==> config.mk <==
export PLATFORM = sky130hd
export DESIGN_NAME = match_sequencer
export DESIGN_NICKNAME = d
export VERILOG_FILES = /design/src/rtl/match_sequencer.sv
export SDC_FILE = /design/constraint.sdc
export NUM_CORES = 1
export LEC_CHECK = 0
export ABC_CLOCK_PERIOD_IN_PS = 1900
export BUFFER_PORTS_ARGS = -buffer_cell sky130_fd_sc_hd__buf_2
export CAP_MARGIN = 20
export CELL_PAD_IN_SITES_DETAIL_PLACEMENT = 0
export CELL_PAD_IN_SITES_GLOBAL_PLACEMENT = 1
export CORE_UTILIZATION = 41
export DETAILED_ROUTE_END_ITERATION = 16
export GPL_ROUTABILITY_DRIVEN = 0
export PLACE_DENSITY = 0.75
export SLEW_MARGIN = 10
export SYNTH_ARGS = -nofsm -noshare
export SYNTH_HDL_FRONTEND = slang
export SYNTH_SLANG_ARGS = --single-unit
==> constraint.sdc <==
create_clock -name clk -period 1.9 [get_ports clk]
set_input_delay 0.095 -clock clk [delete_from_list [all_inputs] [get_ports clk]]
set_output_delay 0.095 -clock clk [all_outputs]
set_load 0.01 [all_outputs]
==> src/rtl/match_sequencer.sv <==
// match_sequencer: quidditch match flow controller (frame tick, match FSM, scores, recenter).
// Optional feature: define MATCH_PAUSE_EN to add pause_button and the PAUSE state.
module match_sequencer #(
  parameter int TICK_DIV        = 833333,
  parameter int KICKOFF_TICKS   = 120,
  parameter int GOAL_HOLD_TICKS = 90,
  parameter int WIN_SCORE       = 7
) (
  input  logic       clk,
  input  logic       rst_n,
  input  logic       start_button,
`ifdef MATCH_PAUSE_EN
  input  logic       pause_button,
`endif
  input  logic       goal_team1,
  input  logic       goal_team2,
  output logic       move_tick,
  output logic       recenter,
  output logic [3:0] team1_score,
  output logic [3:0] team2_score,
  output logic [2:0] game_state,
  output logic [1:0] winner
);
  localparam int DW   = $clog2(TICK_DIV);
  localparam int PMAX = KICKOFF_TICKS > GOAL_HOLD_TICKS ? KICKOFF_TICKS : GOAL_HOLD_TICKS;
  localparam int PW   = $clog2(PMAX + 1);

  typedef enum logic [2:0] {
    S_IDLE  = 3'd0,
    S_KICK  = 3'd1,
    S_PLAY  = 3'd2,
    S_GOAL  = 3'd3,
    S_OVER  = 3'd4,
    S_PAUSE = 3'd5
  } state_t;

  state_t        state, state_next;
  logic [DW-1:0] div_cnt;
  logic [PW-1:0] phase;
  logic [2:0]    start_sync;
  logic          frame_tick, start_press, pause_press;
  logic          goal1, goal2, win1, win2, restart;
  logic          move_d, recenter_d;
  logic [3:0]    score1_d, score2_d;
  logic [1:0]    winner_d;

  assign frame_tick  = div_cnt == DW'(TICK_DIV - 1);
  assign start_press = start_sync[2] & ~start_sync[1];
  assign goal1       = goal_team1 & ~goal_team2;
  assign goal2       = goal_team2 & ~goal_team1;
  assign win1        = team1_score == 4'(WIN_SCORE - 1);
  assign win2        = team2_score == 4'(WIN_SCORE - 1);
  assign restart     = (state == S_IDLE || state == S_OVER) && start_press;
  assign game_state  = state;

  // Free-running frame divider, independent of match state
  always_ff @(posedge clk or negedge rst_n)
    if (!rst_n) div_cnt <= '0;
    else div_cnt <= frame_tick ? '0 : div_cnt + DW'(1);

  // Two-flop synchronizer plus an edge flop; a press is the falling edge of the synced level
  always_ff @(posedge clk or negedge rst_n)
    if (!rst_n) start_sync <= '1;
    else start_sync <= {start_sync[1:0], start_button};

`ifdef MATCH_PAUSE_EN
  logic [2:0] pause_sync;

  // Pause button gets the same synchronizer and press detection as start
  always_ff @(posedge clk or negedge rst_n)
    if (!rst_n) pause_sync <= '1;
    else pause_sync <= {pause_sync[1:0], pause_button};

  assign pause_press = pause_sync[2] & ~pause_sync[1];
`else
  assign pause_press = 1'b0;
`endif

  // Match state register
  always_ff @(posedge clk or negedge rst_n)
    if (!rst_n) state <= S_IDLE;
    else state <= state_next;

  // Next-state logic; a lone goal outranks a pause press in the same cycle
  always_comb begin
    state_next = state;
    case (state)
      S_IDLE, S_OVER: state_next = start_press ? S_KICK : state;
      S_KICK:  state_next = frame_tick && phase == PW'(KICKOFF_TICKS - 1) ? S_PLAY : S_KICK;
      S_PLAY:  state_next = goal1 ? (win1 ? S_OVER : S_GOAL) :
                            goal2 ? (win2 ? S_OVER : S_GOAL) :
                            pause_press ? S_PAUSE : S_PLAY;
      S_GOAL:  state_next = frame_tick && phase == PW'(GOAL_HOLD_TICKS - 1) ? S_KICK : S_GOAL;
      S_PAUSE: state_next = pause_press ? S_PLAY : S_PAUSE;
      default: state_next = S_IDLE;
    endcase
  end

  // Phase counter: frame ticks spent in the current timed state, cleared on every transition
  always_ff @(posedge clk or negedge rst_n)
    if (!rst_n) phase <= '0;
    else phase <= state_next != state ? '0 :
                  frame_tick && (state == S_KICK || state == S_GOAL) ? phase + PW'(1) : phase;

  // Output decode: next values of the registered outputs
  always_comb begin
    move_d     = frame_tick && state == S_PLAY && state_next == S_PLAY;
    recenter_d = state_next == S_KICK && state != S_KICK;
    score1_d   = restart ? 4'd0 : state == S_PLAY && goal1 ? team1_score + 4'd1 : team1_score;
    score2_d   = restart ? 4'd0 : state == S_PLAY && goal2 ? team2_score + 4'd1 : team2_score;
    winner_d   = restart ? 2'd0 :
                 state == S_PLAY && goal1 && win1 ? 2'd1 :
                 state == S_PLAY && goal2 && win2 ? 2'd2 : winner;
  end

  // Output registers
  always_ff @(posedge clk or negedge rst_n)
    if (!rst_n) begin
      move_tick   <= 1'b0;
      recenter    <= 1'b0;
      team1_score <= '0;
      team2_score <= '0;
      winner      <= '0;
    end else begin
      move_tick   <= move_d;
      recenter    <= recenter_d;
      team1_score <= score1_d;
      team2_score <= score2_d;
      winner      <= winner_d;
    end
endmodule

==> results.yml <==
synth:
  yosysWarnings: 0
  synth_area_per_cell_um2: 9.80
  synth_area_leaders: "dfrtp_1, nor2_1, xor2_1"
  synth-seq-area-share_pct: 48.4
  yosysTopAreaCellShare_pct: 45.1
  synth_ff_type: "dfrtp_1"
  synth_seq_cells: 45
  synth_largest_area_cell: "dfrtp_1"
  synth-edff-count: 0
  async_reset_ff_share_pct: 100
  syn_area_um2: 2330
  ys_types: 49
  syn_nets: 251
  synth_cells: 238
critical_path:
  start_kind: "register"
  slowest_delay_ns: 0.54
  worst-path-buf-inv: 0
  cp.required_ns: 2.09
  worstPathMaxFanout: 7
  ff2ff_path_depth: 5
  endpoint_kind: "register"
  crit_family: "simple AND/OR/NAND/NOR gates"
  reg2reg_slack_ns: -0.15
  path_cells: "or4b_4 > or3_4 > or4_4 > o211ai_4 > nor2_1"
  cp.arrival_ns: 2.24
  reg2reg_to: "phase[0]"
  critical_path_class: "reg -> reg"
  timing.critical_path.from: "div_cnt[17]"
  critPathSlowestCell: "or4b_4"
  timing.rr.start: "div_cnt[17]"
flow_run:
  drv_cap: 0
routing:
  via_per_inst: 5.11
  drtIter0Drc: 57
  dr.pass1.iters: 4
  wire_per_inst_um: 13.2
  ant_nets: 0
  via_count: 1925
  totalWireLength_mm: 4.98
  drc_errors: 0
timing:
  max_slew.worst_pin.slew_ns: 0.499
  hold_viol: 0
  final.setup.worst_slack_ns: -0.151
  skew_ns: 0.00519
  rsz0062_at_grt: "yes"
  hold_slack_ns: 0.242
  min_period_ns: 2.05
  tns_ns: -0.980
  final_max_slew_viol_count: 0
  post-route-period-util_pct: 108
  setup_viol: 8
  fmax_ghz: 0.488
  relSlewSlack_pct: 66.7
finish:
  final_cell_area_um2: 3000
  drive_above_1_share_pct: 30.8
  fillers: 498
  fin_nets: 317
  antennaDiodeCount: 0
  multi_input_area_um2: 1220
  final_cell_mix: "dfrtp_1, buf_4, nor2_1, nand2_1, buf_2"
  layout_commonest_cell: "dfrtp_1"
  regArea_um2: 1130
  syn2layout_area_growth_pct: 28.5
clocking:
  cts_tree: "built"
  clk_pin_slew_ns: 0.09
  cts.sinks: 45
  cts_root_buf: "clkbuf_8"
  htree_levels: 2
  cts_buffers: 5
  clk_path_buf_depth: 2
  clock_latency_ns: 0.30
placed_design:
  post-place-ws_ns: -0.192
  place_area_um2: 2800
  dp_hpwl_mm: 3.67
  io_buffer_count: 19
floorplanning:
  initial_core_util_pct: 42.4
  placementRows: 27
  die_area_um2: 5990
  core_area_um2: 5510
  dieWidth_um: 77.4
  num_io_pins: 20
  die_height_um: 77.4
pwr:
  p_leak_nw: 1.41
  p_int_w: 0.00125
  power.density_nw_per_um2: 549
  switchingPower_w: 0.000398
  switching_share_pct: 24.2
  peakVddDrop_mv: 0.398
  combPwrFrac_pct: 2.8
  pwr-share-seq_pct: 58.7
  power_frac_clock_pct: 38.6
hold_path:
  holdPathStages: 5
  min-delay-start: "goal_team2"
  min_path_type: "in -> reg"
  holdPathEnd: "team1_score[1]"
global_routing:
  grt_first_pass_wirelength_mm: 8.47
  antenna_found_initial: 0
  grt_pass1_vias: 1829
  grt_use_total_pct: 18.1
  grt.overflow.total: 0
  grt_max_degree: 23
outcome:
  outcome: "complete, but fails checks"
  violations: "setup timing"
[through the flow]
stage               utilization [%]  power [W]  std cells
global route                   54.4    0.00171        377
floorplan                         -   0.000995        238
detailed placement             50.8    0.00103        364
global placement               50.8    0.00103        364
finish                         54.4    0.00165        377
CTS                            53.1    0.00167        374
[layout make-up]
type | instances | area share (%)
Multi-Input combinational cell | 182 | 40.6
Sequential cell | 45 | 37.7
Timing Repair Buffer | 63 | 14.7
Tap cell | 72 | 3.01
Clock buffer | 5 | 2.30
Inverter | 7 | 0.876
Clock inverter | 3 | 0.835
[per-layer routing]
layer / up-vias / global-route usage [%] / routed length, um
met5: - / 0 / 0
met4: 0 / 6.23 / 68
met3: 6 / 3.18 / 99
met2: 17 / 27.6 / 2330
met1: 934 / 25.7 / 2480
li1: 968 / - / -
[cells in the mapped netlist, drive strengths merged (5+ instances only)]
cell type,count
a21oi,13
and2,5
dfrtp,42
ha,8
inv,7
nand2,22
nand2b,5
nand3,8
nand4,12
nor2,32
nor3,5
o21ai,7
or3,5
xnor2,8
xor2,13
[how the worst max path moves through the flow]
stage / endpoint / cells past startpoint
5_1_grt: phase[4] / 6
3_5_place_dp: phase[0] / 6
4_1_cts: phase[3] / 6
3_3_place_gp: phase[0] / 6
2_1_floorplan: phase[0] / 5
6_report: phase[0] / 5
[tightest hold or removal path, stage by stage]
cell	delay, ns
buf_2	0.10
nor2b_1	0.05
nand2_1	0.11
a21oi_1	0.08
nor2_1	0.08
[state kept, by name, indices dropped and copies added, names as in the netlist]
register / cells
phase: 7
div_cnt: 20
team1_score: 4
team2_score: 4
recenter: 1
winner: 2
game_state: 3
start_sync: 3
move_tick: 1
[repair_timing]
| item | in CTS | in global routing |
|---|---|---|
| hold buffers | 2 | 0 |
| gates resized for setup | 4 | 15 |
| pin swaps | 3 | 6 |
| buffers inserted | 0 | 3 |
| hold endpoints to repair | 20 | 0 |
| setup endpoints to repair | 12 | 22 |
[cell families (layout without fill, tap and decap cells)]
| logic type | count (synthesis) | after routing | share of synthesized area, % |
|---|---|---|---|
| and+or+nand+nor | 118 | 118 | 27.6 |
| DFF | 45 | 45 | 48.4 |
| AOI/OAI and AO/OA | 33 | 33 | 8.91 |
| xor gates and xnor gates | 21 | 21 | 7.89 |
| buffers and inverters | 11 | 78 | 1.93 |
| adders and majority gates | 8 | 8 | 4.29 |
| muxes | 2 | 2 | 0.912 |
[power by group through the flow]
stage	Combinational [W]	Sequential (W)	Clock, W
final	0.0000455	0.000965	0.000635
after global routing	0.0000542	0.000966	0.000693
after CTS	0.0000472	0.000965	0.000653
after detailed placement	0.0000437	0.000984	0
after global placement	0.0000431	0.000984	0
after floorplan	0.00000967	0.000986	0
No activity file was read; power rests on OpenSTA's default activity.
